File: config.mk
export PLATFORM = sky130hd
export DESIGN_NAME = umix_reg_unit
export DESIGN_NICKNAME = d
export VERILOG_FILES = /design/src/rtl/umix_pkg.sv /design/src/rtl/umix_reg_unit.sv
export SDC_FILE = /design/constraint.sdc
export NUM_CORES = 1
export LEC_CHECK = 0
export BUFFER_PORTS_ARGS = -buffer_cell sky130_fd_sc_hd__buf_2
export CORE_ASPECT_RATIO = 1.1
export CORE_MARGIN = 2
export CORE_UTILIZATION = 50
export CTS_CLUSTER_SIZE = 25
export DETAILED_ROUTE_END_ITERATION = 10
export PLACE_DENSITY_LB_ADDON = 0.1
export SYNTH_ARGS = -nofsm -noshare
export SYNTH_HDL_FRONTEND = slang
export SYNTH_SLANG_ARGS = --single-unit
File: constraint.sdc
create_clock -name clk -period 14.7 [get_ports clk]
set_clock_uncertainty 0.1 [all_clocks]
set_input_delay 2.94 -clock clk [delete_from_list [all_inputs] [get_ports clk]]
set_output_delay 2.94 -clock clk [all_outputs]
set_load 0.01 [all_outputs]
File: src/rtl/umix_pkg.sv
// rtl/umix_pkg.sv - shared UM-32 widths, register count and register-port mode encoding
package umix_pkg;

    localparam int WORD_W    = 32;
    localparam int REG_IDX_W = 3;
    localparam int NUM_REGS  = 8;

    typedef enum logic {
        REG_READ  = 1'b0,
        REG_WRITE = 1'b1
    } reg_mode_t;

endpackage

File: src/rtl/umix_reg_unit.sv
// rtl/umix_reg_unit.sv - UM-32 general register file with registered read bus held through writes
module umix_reg_unit
    import umix_pkg::*;
#(
    parameter int NREGS = NUM_REGS,
    parameter int WIDTH = WORD_W,
    localparam int SEL_W = (NREGS > 1) ? $clog2(NREGS) : 1
) (
    input  logic             clk,
    input  logic             r,
    input  logic [SEL_W-1:0] reg_sel,
    input  logic             reg_s,
    input  logic [WIDTH-1:0] reg_in_bus,
    output logic [WIDTH-1:0] reg_out_bus,
    output logic             reg_out_zero,
    input  logic [SEL_W-1:0] dbg_sel,
    output logic [WIDTH-1:0] dbg_data
);

    logic [WIDTH-1:0] r_regs [NREGS];
    logic [WIDTH-1:0] r_out_bus;
    logic             r_out_zero;

    reg_mode_t        w_mode;
    logic             w_sel_ok;
    logic             w_dbg_ok;
    logic [WIDTH-1:0] w_rd_data;

    assign w_mode   = reg_mode_t'(reg_s);
    assign w_sel_ok = int'(reg_sel) < NREGS;
    assign w_dbg_ok = int'(dbg_sel) < NREGS;

    // Indices beyond NREGS read as zero; unreachable when NREGS is a power of two.
    assign w_rd_data = w_sel_ok ? r_regs[reg_sel] : '0;
    assign dbg_data  = w_dbg_ok ? r_regs[dbg_sel] : '0;

    always_ff @(posedge clk) begin
        if (r) begin
            for (int i = 0; i < NREGS; i++) begin
                r_regs[i] <= '0;
            end
        end else if (w_mode == REG_WRITE && w_sel_ok) begin
            r_regs[reg_sel] <= reg_in_bus;
        end
    end

    // Output bus only moves on reads so a client can feed it back as write data.
    always_ff @(posedge clk) begin
        if (r) begin
            r_out_bus  <= '0;
            r_out_zero <= 1'b1;
        end else if (w_mode == REG_READ) begin
            r_out_bus  <= w_rd_data;
            r_out_zero <= (w_rd_data == '0);
        end
    end

    assign reg_out_bus  = r_out_bus;
    assign reg_out_zero = r_out_zero;

endmodule

; Word level (Yosys, flattened, before mapping)
; Memories as Yosys holds them, arrays and structs flattened.
; Index checks and enable logic that the tools add are counted.
[word_totals]
reg_bits = 33
ramBits = 256
input_bits = 41
out_inout_bits = 65
n_memories = 1
[mem_list]
columns = name, words, word_bits, rd, rd_clocked_by_memory_dff, write_ports, line_no
row1 = r_regs, 8, 32, 2, 0, 8, umix_reg_unit.sv:20  ; logic [WIDTH-1:0] r_regs [NREGS];
[op_classes]
n_mux = 8
reduce_logical = 2
[ops]
columns = cell, n
row1 = 32-bit logical NOT, 1
row2 = 32-bit two-way mux, 1
row3 = 32-bit OR reduction, 1
row4 = 1-bit two-way mux, 6
row5 = 3-bit two-way mux, 1

; Longest topological paths before layout
; Gate-level depths: netlist of run 1.
[depth]
word_depth = 5
mapped_depth = 10

; Worst setup path after synthesis of run 1
; OpenSTA, ideal clock, no wires.
[synth_timing]
path_type = input to output
startpoint = input dbg_sel[0]
endpoint = output dbg_data[0]
arrival_time_ps = 4706
setup_slack_ps = 6954
stages = 4
cell_sequence = clkbuf_1 -> buf_1 -> mux4_2 -> mux2_2
[synth_between]
elab_chain_cells = 1
[synth_lines]
columns = item, line_no
row1 = start: declaration, umix_reg_unit.sv:16  ; input logic [SEL_W-1:0] dbg_sel,
row2 = memory 8 x 32 bit, n/a
row3 = end: declaration, umix_reg_unit.sv:17  ; output logic [WIDTH-1:0] dbg_data
; No other way between the ends.

; Worst setup path after layout of run 1
[layout_timing]
startpoint = input dbg_sel[0]
endpoint = output dbg_data[12]
; The elaborated chain is that of the path after synthesis.

==> impl_metrics.tcl, run 1 <==
set metrics [dict create \
    cts_tree "yes" \
    layout.cells.non_filler 1462 \
    use_met1_pct 36.99 \
    grt_remaining_overflow 0 \
    fin_nets 1109 \
    fp.dieArea_um2 30530 \
    power.switching_mw 0.4800 \
    first_global_vias 9454 \
    cap_violations 0 \
    avgSynthCellArea_um2 14.84 \
    boundaryPins 106 \
    routabilityCongestion 0.7779 \
    dp_hpwl_um 23340 \
    hold_buffers 0 \
    viasPerCell 6.149 \
    critical_path.max_fanout 44 \
    row_count 65 \
    arrival_ns 5.26 \
    dp.cells 1404 \
    syn-cell-area_um2 14570 \
    synth.distinct_cells 35 \
    yosys.area.top_type "edfxtp_1" \
    power.total_mw 2.043 \
    fin_ws_ns 6.399 \
    power_density_nw_per_um2 123.1 \
    p_leak_nw 5.976 \
    drive_gt1_share_pct 33.52 \
    cts_buffer_depth 3 \
    gr-usage-all-layers_pct 26.69 \
    grt_pass1_wl_um 60440 \
    cp.required_ns 11.66 \
    swShare_pct 23.49 \
    fin_crit_sh_pct 56.47 \
    wirelength_um 40280 \
    rrSetupSlack_ns 11.95 \
    hp-class "reg -> reg" \
    max_freq_ghz 0.1205 \
    drt_iter0_markers 883 \
    clk-insertion-delay-late_ns 0.56 \
    antenna_found_initial 3 \
    r2r-end "reg_out_zero$_SDFFE_PP1N_" \
    drc 0 \
    busiest_layer "met2" \
    seq_area_frac_synth_pct 57.29 \
    setup_tns_ns 0 \
    final_area_um2 16600 \
    dp_slack_ns 6.331 \
    ys_warn_count 0 \
    grtUsageMet3_pct 3.798 \
    synth_area_leaders "edfxtp_1, mux4_2, and2_1" \
    holdWs_ns 0.3503 \
    die_y_um 183.0 \
    coreArea_um2 28710 \
    p_comb_share_pct 11.8 \
    tightest_slew_ns 1.028 \
    r2r_start "r_regs[4][30]$_SDFFCE_PN0P_" \
    cts-root-buf "clkbuf_16" \
    p_seq_share_pct 47.7 \
    initial_core_util_pct 50.76 \
    whs_path_depth 2 \
    grt_use_met2_pct 44.28 \
    grt_max_degree 65 \
    max_slew_margin_pct 31.48 \
    drv_slew 0 \
    numCtsBuffers 30 \
    syn_to_final_growth_pct 13.91 \
    synth_top_cell_area_share_pct 52.76 \
    post-route-util_pct 57.82 \
    postPlaceCellArea_um2 15520 \
    rsz0062_at_grt "false" \
    cts_post_setup_buffers_inserted 0 \
    clock_sinks 289 \
    syn_nets 1023 \
    port_buffers 105 \
    clk_pin_slew_ns 0.06 \
    route.vias.total 8990 \
    vdd_drop_max_uv 119.9 \
    internal_power_mw 1.563 \
    setup-violations-final 0 \
    path_class "in -> out" \
    drt_pass1_iterations 5 \
    rr_worst_depth 5 \
    min_from "reg_out_bus[31]$_SDFFE_PP0N_" \
    htree_levels 1 \
    status "completed" \
    ant_nets 0 \
    die_w_um 166.8 \
    cp-end-kind "output pin" \
    hold-path-endpoint "reg_out_bus[31]$_SDFFE_PP0N_" \
    min_period_ns 8.301 \
    startpoint_type "input port" \
    pwr-share-clk_pct 40.5 \
    hold_viol_final 0 \
    post_cts_resized 0 \
    wire_per_inst_um 27.55 \
    synth_seq_cells 289 \
    netlist_instances 982 \
]
metal layers:
layer	wire [um]	part of all wire, %
met1	16940	42
met2	19810	49
met3	2425	6.0
met4	1084	2.7
met5	13	0.032
area by class of cell:
type	instances	area, um2
Antenna cell	2	5.005
Multi-Input combinational cell	618	6007
Timing Repair Buffer	128	703.2
Fill cell	2295	12110
Clock buffer	34	787.0
Tap cell	368	460.4
Inverter	1	3.754
Sequential cell	289	8348
Clock inverter	22	284.0
cell usage in the layout (no fill, tap or decap), drive strengths merged:
| cell | instances |
|---|---|
| o32ai | 3 |
| diode | 2 |
| nor2 | 44 |
| nor2b | 16 |
| nand2b | 3 |
| edfxtp | 256 |
| nor4 | 5 |
| buf | 128 |
| mux2 | 70 |
| or4 | 1 |
| and2 | 258 |
| nand3b | 1 |
| clkbuf | 34 |
| or3b | 1 |
| inv | 1 |
| o41a | 3 |
| o31ai | 3 |
| o221ai | 2 |
| mux2i | 28 |
| or2 | 4 |
| nand4 | 3 |
| clkinv | 15 |
| dfxtp | 33 |
| mux4 | 105 |
| or3 | 2 |
| a21oi | 18 |
| a211oi | 7 |
| nand2 | 9 |
| nand3 | 1 |
| a22oi | 2 |
| nor3 | 7 |
| o21ai | 6 |
| o22ai | 16 |
| bufinv | 7 |
cells by family (layout without fill, tap and decap cells):
group,after synthesis,in the layout,share of synthesized area (%)
other cells,0,2,0
mux,203,203,23.61
flops,289,289,57.29
simple gates,355,355,14.30
buf+inv,75,185,2.138
compound gates,60,60,2.662
worst max path at each step:
stage / start / to / slack [ns] / cells after the start
finish: dbg_sel[0] / dbg_data[12] / 6.40 / 5
global route: dbg_sel[0] / dbg_data[22] / 6.19 / 5
CTS: dbg_sel[0] / dbg_data[26] / 6.33 / 5
detailed placement: dbg_sel[0] / dbg_data[26] / 6.33 / 5
global placement: dbg_sel[0] / dbg_data[12] / 6.37 / 5
floorplan: dbg_sel[0] / dbg_data[0] / 6.95 / 4
power groups by stage:
stage / registers [mW] / clock network [mW] / logic [mW]
after detailed placement: 0.992 / 0 / 0.242
after global placement: 0.991 / 0 / 0.240
after floorplan: 0.986 / 0 / 0.153
final: 0.975 / 0.827 / 0.241
after CTS: 0.975 / 0.836 / 0.243
after global routing: 0.981 / 0.869 / 0.258
worst max-delay path: stages:
cell and delay [ns]:
buf_4 0.37, buf_4 0.83, mux4_2 0.59, mux2_2 0.32, buf_2 0.15
sequential cells by signal, indices dropped and copies added, names as in the netlist:
| register | cells |
|---|---|
| r_regs | 256 |
| reg_out_zero | 1 |
| reg_out_bus | 32 |
cell usage after synthesis, drive strengths merged:
cell,number
mux2,70
nand3b,1
or3b,1
nor2,44
nor3,7
a211oi,7
or4,1
nand2,9
edfxtp,256
o32ai,3
mux2i,28
clkbuf,48
o22ai,16
a21oi,18
o31ai,3
mux4,105
or2,4
buf,26
inv,1
dfxtp,33
a22oi,2
and2,258
o21ai,6
nand4,3
nor2b,16
nand2b,3
nor4,5
o41a,3
nand3,1
or3,2
o221ai,2
(Power assumes the default switching activity.)
==> run 2, diff against run 1 <==
clock period = 8.1 ns   (was 14.7 ns; I/O delays follow)
==> run 2 against run 1 <==
Routed wire length is 1.7% lower; global-route usage is 0.59 points lower; sequential power up 82%; sequential share of layout area rose by 0.17 points; critical path type unchanged; critical endpoint is now dbg_data[20]; highest routed layer is now met4.
==> impl_metrics.tcl, run 2 (same netlist as run 1, synthesis figures left out) <==
set metrics [dict create \
    wirelength_um 39580 \
    drive_gt1_share_pct 33.61 \
    max_freq_ghz 0.1773 \
    clk_pin_slew_ns 0.06 \
    routabilityCongestion 0.7689 \
    initial_core_util_pct 50.76 \
    setup_tns_ns 0 \
    fin_nets 1111 \
    hold_viol_final 0 \
    cp-end-kind "output pin" \
    hold_buffers 0 \
    whs_path_depth 2 \
    min_period_ns 5.641 \
    startpoint_type "input port" \
    row_count 65 \
    hold-path-endpoint "reg_out_bus[31]$_SDFFE_PP0N_" \
    syn_to_final_growth_pct 13.52 \
    postPlaceCellArea_um2 15530 \
    holdWs_ns 0.3678 \
    clk-insertion-delay-late_ns 0.57 \
    r2r_start "r_regs[1][30]$_SDFFCE_PN0P_" \
    dp_hpwl_um 23360 \
    drv_slew 0 \
    drc 0 \
    layout.cells.non_filler 1464 \
    cts_tree "yes" \
    fp.dieArea_um2 30530 \
    viasPerCell 6.074 \
    rr_worst_depth 5 \
    largest_register_ffs 256 \
    grt_remaining_overflow 0 \
    drt_pass1_iterations 5 \
    drt_iter0_markers 781 \
    arrival_ns 3.92 \
    cts_post_setup_buffers_inserted 0 \
    mostFrequentLayoutCells "and2_1, edfxtp_1, mux4_2" \
    rrSetupSlack_ns 5.49 \
    cts_buffer_depth 3 \
    max_slew_margin_pct 26.28 \
    die_y_um 183.0 \
    setup-violations-final 0 \
    boundaryPins 106 \
    cap_violations 0 \
    fin_crit_sh_pct 69.64 \
    antenna_found_initial 1 \
    ant_nets 0 \
    dp.cells 1405 \
    power.total_mw 3.630 \
    cp.required_ns 6.38 \
    final_area_um2 16540 \
    dp_slack_ns 2.387 \
    final_common_cell "and2_1" \
    tightest_slew_ns 1.106 \
    gr-usage-all-layers_pct 26.10 \
    coreArea_um2 28710 \
    top_register "r_regs" \
    rsz0062_at_grt "false" \
    cts-root-buf "clkbuf_16" \
    power_density_nw_per_um2 219.5 \
    p_leak_nw 5.957 \
    first_global_vias 9282 \
    die_w_um 166.8 \
    grt_pass1_wl_um 59160 \
    route.vias.total 8892 \
    min_from "reg_out_bus[31]$_SDFFE_PP0N_" \
    numCtsBuffers 31 \
    status "completed" \
    clock_sinks 289 \
    path_class "in -> out" \
    grt_max_degree 58 \
    wire_per_inst_um 27.04 \
    critical_path.max_fanout 48 \
    r2r-end "reg_out_zero$_SDFFE_PP1N_" \
    port_buffers 105 \
    htree_levels 1 \
    fin_ws_ns 2.459 \
    hp-class "reg -> reg" \
    post-route-util_pct 57.62 \
    post_cts_resized 0 \
    vdd_drop_max_uv 183.1 \
]
run 2: worst max-delay path by stage:
stage / slack, ns / cells after the start / end / from
after global placement: 2.38 / 5 / dbg_data[30] / dbg_sel[0]
after detailed placement: 2.39 / 5 / dbg_data[30] / dbg_sel[0]
after floorplan: 2.32 / 7 / r_regs[7][0]$_SDFFCE_PN0P_ / reg_sel[0]
after global routing: 2.24 / 5 / dbg_data[15] / dbg_sel[0]
final: 2.46 / 5 / dbg_data[20] / dbg_sel[0]
after CTS: 2.38 / 5 / dbg_data[30] / dbg_sel[0]
run 2: worst max-delay path, stage by stage:
cell	delay (ns)
buf_4	0.73
buf_4	0.51
mux4_2	0.55
mux2_2	0.30
buf_2	0.15
run 2: metal layers:
layer,GRT usage (%),share of wire (%),vias to the layer above
li1,-,-,3908
met1,35.29,41,4563
met2,44.45,50,361
met3,3.949,6.7,60
met4,7.414,2.2,0
met5,0,0,-
run 2: cell type report:
cell class | instances | area (um2)
Timing Repair Buffer | 129 | 710.7
Sequential cell | 289 | 8348
Multi-Input combinational cell | 618 | 6007
Antenna cell | 1 | 2.502
Clock buffer | 41 | 823.3
Fill cell | 2282 | 12170
Clock inverter | 17 | 186.4
Inverter | 1 | 3.754
Tap cell | 368 | 460.4
run 2: power by group:
group          switching (mW)  internal [mW]  leakage [nW]
logic                   0.234          0.201          2.73
registers              0.0507           1.72          2.73
clock network           0.585          0.839         0.503
==> run 3, diff against run 2 <==
clock period = 5 ns   (was 8.1 ns; I/O delays follow)
==> run 3 against run 2 <==
Critical path depth did not move; sequential power rose by 62%; register-to-register slack got worse by 3.1 ns; cell area rose by 1.8%; combinational power rose by 67%; flip-flop and latch count did not move; non-clock buffer count rose by 15; critical path type unchanged.
==> impl_metrics.tcl, run 3 (same netlist as run 1, synthesis figures left out) <==
set metrics [dict create \
    largest_register_ffs 256 \
    power_density_nw_per_um2 356.5 \
    coreArea_um2 28710 \
    top_register "r_regs" \
    cts_post_setup_buffers_inserted 0 \
    p_seq_share_pct 47.8 \
    hold-path-endpoint "reg_out_bus[31]$_SDFFE_PP0N_" \
    setup-violations-final 0 \
    cp_num_buf_inv 3 \
    whs_path_depth 2 \
    gr-usage-all-layers_pct 26.20 \
    crit_family "buffers and inverters" \
    min_from "reg_out_bus[31]$_SDFFE_PP0N_" \
    syn_to_final_growth_pct 15.52 \
    numCtsBuffers 31 \
    r2r-end "reg_out_zero$_SDFFE_PP1N_" \
    internal_power_mw 4.571 \
    mostFrequentLayoutCells "and2_1, edfxtp_1, mux4_2" \
    fin_crit_sh_pct 77.17 \
    tightest_slew_ns 0.8885 \
    clock_sinks 289 \
    status "completed" \
    rsz0062_at_grt "false" \
    boundaryPins 106 \
    rrSetupSlack_ns 2.44 \
    path_class "in -> out" \
    startpoint "dbg_sel[1]" \
    cp.required_ns 3.90 \
    die_y_um 183.0 \
    wirelength_um 39620 \
    fp.dieArea_um2 30530 \
    rr_worst_depth 5 \
    final_common_cell "and2_1" \
    drive_gt1_share_pct 34.59 \
    hold_viol_final 0 \
    clk-insertion-delay-late_ns 0.57 \
    holdWs_ns 0.3636 \
    die_w_um 166.8 \
    first_global_vias 9448 \
    cts-root-buf "clkbuf_16" \
    row_count 65 \
    dp_hpwl_um 24510 \
    cp-end-kind "output pin" \
    cts_buffer_depth 3 \
    post_cts_resized 0 \
    cpMaxStageDelayCell "buf_2" \
    p_leak_nw 6.094 \
    power.switching_mw 1.430 \
    drt_iter0_markers 790 \
    p_comb_share_pct 12.1 \
    crit_top_cell "buf_2" \
    max_freq_ghz 0.2592 \
    drv_slew 0 \
    fillers 2279 \
    power.total_mw 6.001 \
    htree_levels 1 \
    drt_pass1_iterations 5 \
    initial_core_util_pct 50.76 \
    ant_nets 0 \
    swShare_pct 23.84 \
    max_stage_delay_ns 0.52 \
    wire_per_inst_um 26.75 \
    fin_nets 1126 \
    pwr-share-clk_pct 40.1 \
    cts_tree "yes" \
    seq_area_um2 8348 \
    route.vias.total 8953 \
    arrival_ns 2.76 \
    hold_buffers 0 \
    min_period_ns 3.859 \
    grt_pass1_wl_um 59460 \
    drc 0 \
    grt_max_degree 66 \
    max_slew_margin_pct 40.41 \
    viasPerCell 6.045 \
    cp_cell_sequence "buf_2 -> buf_4 -> mux4_2 -> mux2_2 -> buf_2" \
    grt_remaining_overflow 0 \
    antenna_found_initial 2 \
    port_buffers 105 \
    clk_pin_slew_ns 0.06 \
    routabilityCongestion 0.7987 \
    critical_path.max_fanout 23 \
    cap_violations 0 \
    startpoint_type "input port" \
    multi_input_area_um2 6007 \
    vdd_drop_max_uv 376.5 \
    hp-class "reg -> reg" \
    r2r_start "r_regs[1][30]$_SDFFCE_PN0P_" \
]
==> run 3: cell types whose count changed in the layout (fill, tap and decap cells not counted), moves of 3 or more <==
cell / before / now
clkbuf_1: 9 / 5
clkinv_1: 2 / 5
buf_12: 0 / 10
buf_4: 26 / 31
==> run 3: how the worst max path moves through the flow <==
| stage | end | slack (ns) | cells past startpoint |
|---|---|---|---|
| after global routing | dbg_data[19] | 1.13 | 5 |
| after detailed placement | reg_out_zero$_SDFFE_PP1N_ | 1.07 | 8 |
| after CTS | dbg_data[19] | 1.16 | 5 |
| final | dbg_data[19] | 1.14 | 5 |
| after global placement | reg_out_zero$_SDFFE_PP1N_ | 1.10 | 8 |
| after floorplan | r_regs[1][0]$_SDFFCE_PN0P_ | -0.14 | 7 |
==> run 3: final cells by class <==
class | count | area share [%]
sequential | 289 | 49.59
clock inverter | 22 | 1.568
clock buffer | 36 | 4.720
tap | 368 | 2.735
antenna | 3 | 0.04460
multi-input combinational | 618 | 35.68
inverter | 1 | 0.02230
timing repair buffer | 144 | 5.634
==> run 3: worst reg2reg max path, stage by stage (launching register included) <==
cell and delay, ns:
edfxtp_1 0.39, mux4_1 0.52, mux2_4 0.31, or3b_1 0.39
or4_1 0.53, o31ai_1 0.23
==> run 3: metrics by stage <==
stage          worst slack [ns]  cells  utilization, %  instance area, um2  setup TNS [ns]
6_report                  1.141   1481           58.64               16830               0
5_1_grt                   1.131   1479           58.62               16830               0
4_1_cts                   1.163   1478           58.61               16830               0
3_5_place_dp              1.071   1420           54.92               15770               0
3_3_place_gp              1.100   1420           54.92               15770               0
2_1_floorplan           -0.1392    982               -               14570          -8.909
==> run 3: power groups by stage <==
stage	logic, mW	clock network (mW)	registers (mW)
2_1_floorplan	0.450	0	2.90
3_3_place_gp	0.727	0	2.91
3_5_place_dp	0.732	0	2.91
4_1_cts	0.735	2.43	2.86
5_1_grt	0.777	2.53	2.88
6_report	0.728	2.41	2.87
==> run 3: metal layers <==
layer / GRT usage (%) / vias up / wire (um)
li1: - / 3939 / -
met3: 4.618 / 59 / 2602
met4: 7.690 / 2 / 960
met1: 34.97 / 4616 / 16430
met2: 44.48 / 337 / 19620
met5: 0 / - / 13
